`config.mk`:
```
export PLATFORM = sky130hd
export DESIGN_NAME = pipe_stage_buf
export DESIGN_NICKNAME = d
export VERILOG_FILES = /design/src/rtl/pipe_stage_buf.sv
export SDC_FILE = /design/constraint.sdc
export NUM_CORES = 1
export LEC_CHECK = 0
export CORE_MARGIN = 1.5
export CORE_UTILIZATION = 35
export DETAILED_ROUTE_END_ITERATION = 12
export SLEW_MARGIN = 30
export SYNTH_ARGS = -nofsm -noshare
export SYNTH_HDL_FRONTEND = slang
export SYNTH_SLANG_ARGS = --single-unit
```
`constraint.sdc`:
```
create_clock -name clk -period 2.13 [get_ports clk]
set_clock_uncertainty 0.05 [all_clocks]
set_input_delay 0.426 -clock clk [delete_from_list [all_inputs] [get_ports clk]]
set_output_delay 0.426 -clock clk [all_outputs]
set_load 0.02 [all_outputs]
```
`src/rtl/pipe_stage_buf.sv`:
```
// Pipeline stage register with a valid/ready handshake and a 2-entry skid buffer.
// in_ready comes from state only, and a bubble presents NOP_VALUE on out_data.
module pipe_stage_buf #(
    parameter int                 DATA_W    = 64,
    parameter logic [DATA_W-1:0]  NOP_VALUE = '0,
    parameter int                 CNT_W     = 16
) (
    input  logic              clk,
    input  logic              rst_n,
    input  logic              flush,
    input  logic              in_valid,
    output logic              in_ready,
    input  logic [DATA_W-1:0] in_data,
    output logic              out_valid,
    input  logic              out_ready,
    output logic [DATA_W-1:0] out_data,
    output logic [1:0]        occupancy,
    output logic [CNT_W-1:0]  stall_cnt
);

    typedef enum logic [1:0] {
        EMPTY = 2'd0,
        ONE   = 2'd1,
        FULL  = 2'd2
    } state_t;

    state_t            state_q, state_d;
    logic [DATA_W-1:0] main_p0, main_d;
    logic [DATA_W-1:0] skid_p1, skid_d;
    logic              push, pop;

    function automatic logic [CNT_W-1:0] sat_inc(input logic [CNT_W-1:0] v);
        if (v == {CNT_W{1'b1}})
            return v;
        return v + {{(CNT_W-1){1'b0}}, 1'b1};
    endfunction

    assign push     = in_valid & in_ready;
    assign pop      = out_valid & out_ready;
    assign out_data = main_p0;

    always_comb begin
        state_d = state_q;
        main_d  = main_p0;
        skid_d  = skid_p1;
        if (flush) begin
            state_d = EMPTY;
            main_d  = NOP_VALUE;
            skid_d  = NOP_VALUE;
        end else begin
            case (state_q)
                EMPTY: begin
                    if (push) begin
                        main_d  = in_data;
                        state_d = ONE;
                    end
                end
                ONE: begin
                    if (push && pop) begin
                        main_d = in_data;
                    end else if (push) begin
                        skid_d  = in_data;
                        state_d = FULL;
                    end else if (pop) begin
                        // Leave a NOP behind so a bubble decodes harmlessly downstream.
                        main_d  = NOP_VALUE;
                        state_d = EMPTY;
                    end
                end
                FULL: begin
                    if (pop) begin
                        main_d  = skid_p1;
                        skid_d  = NOP_VALUE;
                        state_d = ONE;
                    end
                end
                default: begin
                    state_d = EMPTY;
                    main_d  = NOP_VALUE;
                    skid_d  = NOP_VALUE;
                end
            endcase
        end
    end

    // Registered state, data and handshake outputs; state encoding equals occupancy.
    always_ff @(posedge clk) begin
        if (!rst_n) begin
            state_q   <= EMPTY;
            main_p0   <= NOP_VALUE;
            skid_p1   <= NOP_VALUE;
            out_valid <= 1'b0;
            in_ready  <= 1'b1;
            occupancy <= 2'd0;
            stall_cnt <= '0;
        end else begin
            state_q   <= state_d;
            main_p0   <= main_d;
            skid_p1   <= skid_d;
            out_valid <= (state_d != EMPTY);
            in_ready  <= (state_d != FULL);
            occupancy <= state_d;
            if (out_valid && !out_ready)
                stall_cnt <= sat_inc(stall_cnt);
        end
    end

endmodule

```
### After elaboration in Yosys (flattened, before gate mapping)

Index checks and enable logic that the tools add are counted.

| storage, ports and cells | value |
|---|---|
| register bits after elaboration | 148 |
| input bits | 69 |
| output and inout bits | 84 |
| logic and storage cells | 50 |

| cells by class | value |
|---|---|
| add/subtract/negate cells | 1 |
| equality and inequality tests | 11 |
| muxes and demuxes | 19 |
| bitwise logic cells | 4 |
| reduce and logical (&&, ||, !) cells | 9 |

Operators with widths:

| kind | count |
|---|---|
| $mux W64 | 6 |
| $pmux W64 S3 | 2 |
| $add A16 B1 Y16 const B | 1 |
| $eq A16 B16 Y1 const B | 1 |
| $mux W16 | 1 |
| $mux W2 | 6 |
| $ne A2 B2 Y1 const B | 6 |
| $reduce_and A4 Y1 | 2 |
| $ne A3 B3 Y1 const B | 2 |
| $pmux W2 S3 | 1 |
| $mux W1 | 3 |
| $and A1 B1 Y1 | 2 |
| $eq A2 B1 Y1 const B | 1 |
| $eq A2 B2 Y1 const B | 1 |
| $logic_and A1 B1 Y1 | 2 |
| $logic_not A2 Y1 | 1 |
| $not A1 Y1 | 2 |
| $reduce_and A2 Y1 | 1 |
| $reduce_bool A2 Y1 | 1 |
| $reduce_or A2 Y1 | 1 |
| $logic_not A1 Y1 | 1 |

### Depth between registers and ports, before layout

| logic depth | value |
|---|---|
| depth after elaboration | 7 |
| mapped depth | 7 |
| depth with buffers taken out | 5 |

### Worst setup path after synthesis

No wires, ideal clock.

| timing | value |
|---|---|
| path type | reg2reg |
| start | register stall_cnt[0] |
| end | register stall_cnt[14] |
| data arrival time | 1873 ps |
| data required time | 2008 ps |
| setup slack | 135 ps |
| stages on the path, launching flop included | 6 |
| buffers on the path | 0 |
| clock period less this slack | 1995 ps |
| path through | dfxtp_1 > ha_1 > nand3_1 > or3_2 > nor4_1 > mux2i_1 |

| between the ends | value |
|---|---|
| longest elaborated chain between the ends | 6 |
| elaborated cells between the ends (all ways) | 8 |
| those cells by class | add/sub: 1; eq/ne: 2; mux: 4; reduce/logical: 1 |

RTL lines:

| what | line | RTL |
|---|---|---|
| from (decl) | 18 | `output logic [CNT_W-1:0] stall_cnt` |
| from (signal assigned) | 104 | `stall_cnt <= sat_inc(stall_cnt);` |
| $eq A16 B16 Y1 | 33 | `if (v == {CNT_W{1'b1}})` |
| $mux W1 | 33 |  |
| $mux W1 | 103 | `if (out_valid && !out_ready)` |
| $mux W1 | 88 | `if (!rst_n) begin` |
| $ne A2 B2 Y1 (no source line) | -- |  |
| $reduce_and A2 Y1 (no source line) | -- |  |

Parallel ways exist; a longest one is shown, timed or not. The select of a mux whose other input is x is not followed.
A chain may end at the register's enable or synchronous reset.

### Final worst setup path

| timing | value |
|---|---|
| start | register stall_cnt[4] |
| end | output stall_cnt[4] |

No word-level cell between the ends.

==> impl_metrics.ini <==
[synth]
synth_compound_area_frac = 0.321
synth-main-ff-cell = dfxtp_1
synth_area_sq_um = 6780
synth_area_per_cell_sq_um = 8.64
syn_inst = 784
yosysWarnings = 0
synthAdderAreaFrac = 0.00185
synth.yosys.seq_area_share = 0.437
ys_seq_elements = 148
synthXorXnorAreaFrac = 0.00129
syn_nets = 854
synth_top_family_by_area = compound AO/OA/AOI/OAI gates
synth.mux.area_fraction = 0.00739
synthArstFlopShare = 0
synth_edf_count = 0
synth.distinct_cells = 43
yosys.area_share.simple = 0.174

[route]
totalWireLength_microns = 20300
num_vias = 6503
drt-initial-drc-count = 348
avgViaCountPerCell = 5.45
wl_per_cell_microns = 17.0
ant_nets = 0
drc = 0
drt_pass1_iterations = 5

[floorplan]
die_w_microns = 142
io_pins = 153
rows = 50
dieArea_sq_um = 20200
initial_utilization = 0.360
core_sq_um = 18800
die_h_microns = 142

[critical_path]
critPathSlowestCell = clkdlybuf4s50_1
crit_type = reg2out
slowest_delay_ns = 0.66
critical_path.max_fanout = 6
timing.critical_path.buf_inv = 1
critical_path_depth = 1
path_cells = clkdlybuf4s50_1
rr_worst_depth = 5
r2r-end = stall_cnt[14]$_SDFFE_PN0P_
cp_data_required_time_ns = 1.65
worstSetupEndpoint = stall_cnt[4]
crit_path_start_kind = flop
end_kind = output pin
critPathTopFamily = buffers and inverters
worstPathArrival_ns = 1.55
rrSetupSlack_ns = 0.22
r2r_start = stall_cnt[0]$_SDFFE_PN0P_
crit_start = stall_cnt[4]$_SDFFE_PN0P_

[finish]
final_cell_mix = 151 x clkdlybuf4s50_1, 146 x dfxtp_1, 137 x a21oi_1
drive_gt1_frac = 0.107
num-nets-final = 990
areaGrowthSynthToFinish_pct = 39.8
final_common_cell = clkdlybuf4s50_1
diodes = 0
instances_no_fill = 1193

[clocking]
clk_root_buffer_cell = clkbuf_16
h-tree-depth = 4
clk_latency_ns = 0.42
numCtsBuffers = 17
cts-resized-gates = 0
cts_tree = done
clock_path_buffers = 2
cts_hold_buffers = 0
clkTransAtPathRegs_ns = 0.06
cts_setup_buffers = 0
clock_sinks = 148

[placement]
gp_congestion = 0.752
dp_hpwl_microns = 12800
dp_slack_ns = -0.167
dp.cells = 1161
port_buffers = 152

[sta]
period_share = 0.953
finalSetupViolations = 0
hold_viol = 0
rsz0062_at_grt = no
layout_setup_ws_ns = 0.0997
whs_ns = 0.398
drv_slew = 0
fin_tns_setup_ns = 0
max_freq_ghz = 0.493
worstMarginPinSlew_ns = 0.493
slew_headroom = 0.671
min_period_ns = 2.03

[global_route]
grt_usage = 0.199
grt_overflow = 0
grt_pass1_vias = 6087
grt_pass1_wl_microns = 32200
grt_max_degree = 79
antenna_found_initial = 0

[pwr]
leakagePower_nw = 3.14
powerDensity_nw_per_um2 = 699
peakVddDrop_mv = 0.586

[min_path]
hp-class = reg2reg

[job]
max_cap_violations = 0

[status]
outcome = completed
## synth_stat cells, drive strengths merged (6+ instances only)
cell / count / area (sq um)
buf: 23 / 121
nand2b: 7 / 43.8
a2bb2oi: 64 / 561
a22oi: 63 / 473
nand2: 75 / 282
dfxtp: 148 / 2960
a21oi: 137 / 686
nand4b: 65 / 584
clkbuf: 65 / 244
nor2: 9 / 33.8
nor4: 6 / 43.8
o21ai: 69 / 345
## layout make-up
cell class                      count  area, sq um
Multi-Input combinational cell    542         3450
Timing Repair Buffer              205         2160
Clock inverter                     12          108
Sequential cell                   148         2970
Inverter                            6         22.5
Clock buffer                       20          437
Tap cell                          260          325
Fill cell                        1783         9360
## cells by family after synthesis
logic type / after synthesis
flops: 148
xor+xnor: 1
simple gates: 191
fa+ha+maj: 1
compound gates: 344
buf+inv: 94
mux: 5
## worst min-delay path, stage by stage (launching register included)
cell and delay, ns:
dfxtp_1 0.31, nand2_1 0.05, a21oi_1 0.05
## layer usage
metal / wire length, microns / track usage
met1: 9810 / 0.277
met2: 9210 / 0.312
met3: 1040 / 0.0417
met4: 243 / 0.0559
met5: 0 / 0
## worst min-delay path by stage
stage | cells past startpoint | slack [ns] | endpoint | startpoint
global placement | 2 | 0.39 | out_data[6]$_SDFFE_PP0P_ | out_data[6]$_SDFFE_PP0P_
global route | 2 | 0.42 | out_data[24]$_SDFFE_PP0P_ | out_data[24]$_SDFFE_PP0P_
floorplan | 2 | 0.40 | skid_p1[10]$_SDFFE_PP0P_ | skid_p1[10]$_SDFFE_PP0P_
detailed placement | 2 | 0.39 | out_data[54]$_SDFFE_PP0P_ | out_data[54]$_SDFFE_PP0P_
CTS | 2 | 0.40 | out_data[45]$_SDFFE_PP0P_ | out_data[45]$_SDFFE_PP0P_
finish | 2 | 0.40 | out_data[37]$_SDFFE_PP0P_ | out_data[37]$_SDFFE_PP0P_
## power breakdown
| group | total [mW] | leakage, nW | internal, mW | switching, mW |
|---|---|---|---|---|
| Sequential | 2.86 | 1.20 | 2.83 | 0.0371 |
| Combinational | 0.968 | 1.68 | 0.473 | 0.495 |
| Clock | 2.79 | 0.257 | 1.61 | 1.19 |
| Total | 6.62 | 3.14 | 4.90 | 1.72 |
## sequential cells by signal (all words and copies together) (netlist names)
| name | count |
|---|---|
| state_q | 2 |
| stall_cnt | 16 |
| skid_p1 | 64 |
| in_ready | 1 |
| out_data | 64 |
| out_valid | 1 |
## stage by stage
stage          power, mW   util  cell area [sq um]
2_1_floorplan       3.40      -               6780
3_3_place_gp        3.90  0.474               8920
3_5_place_dp        3.89  0.474               8920
4_1_cts             6.70  0.503               9470
5_1_grt             6.89  0.503               9470
6_report            6.62  0.503               9470
No activity file was read; power rests on OpenSTA's default activity.
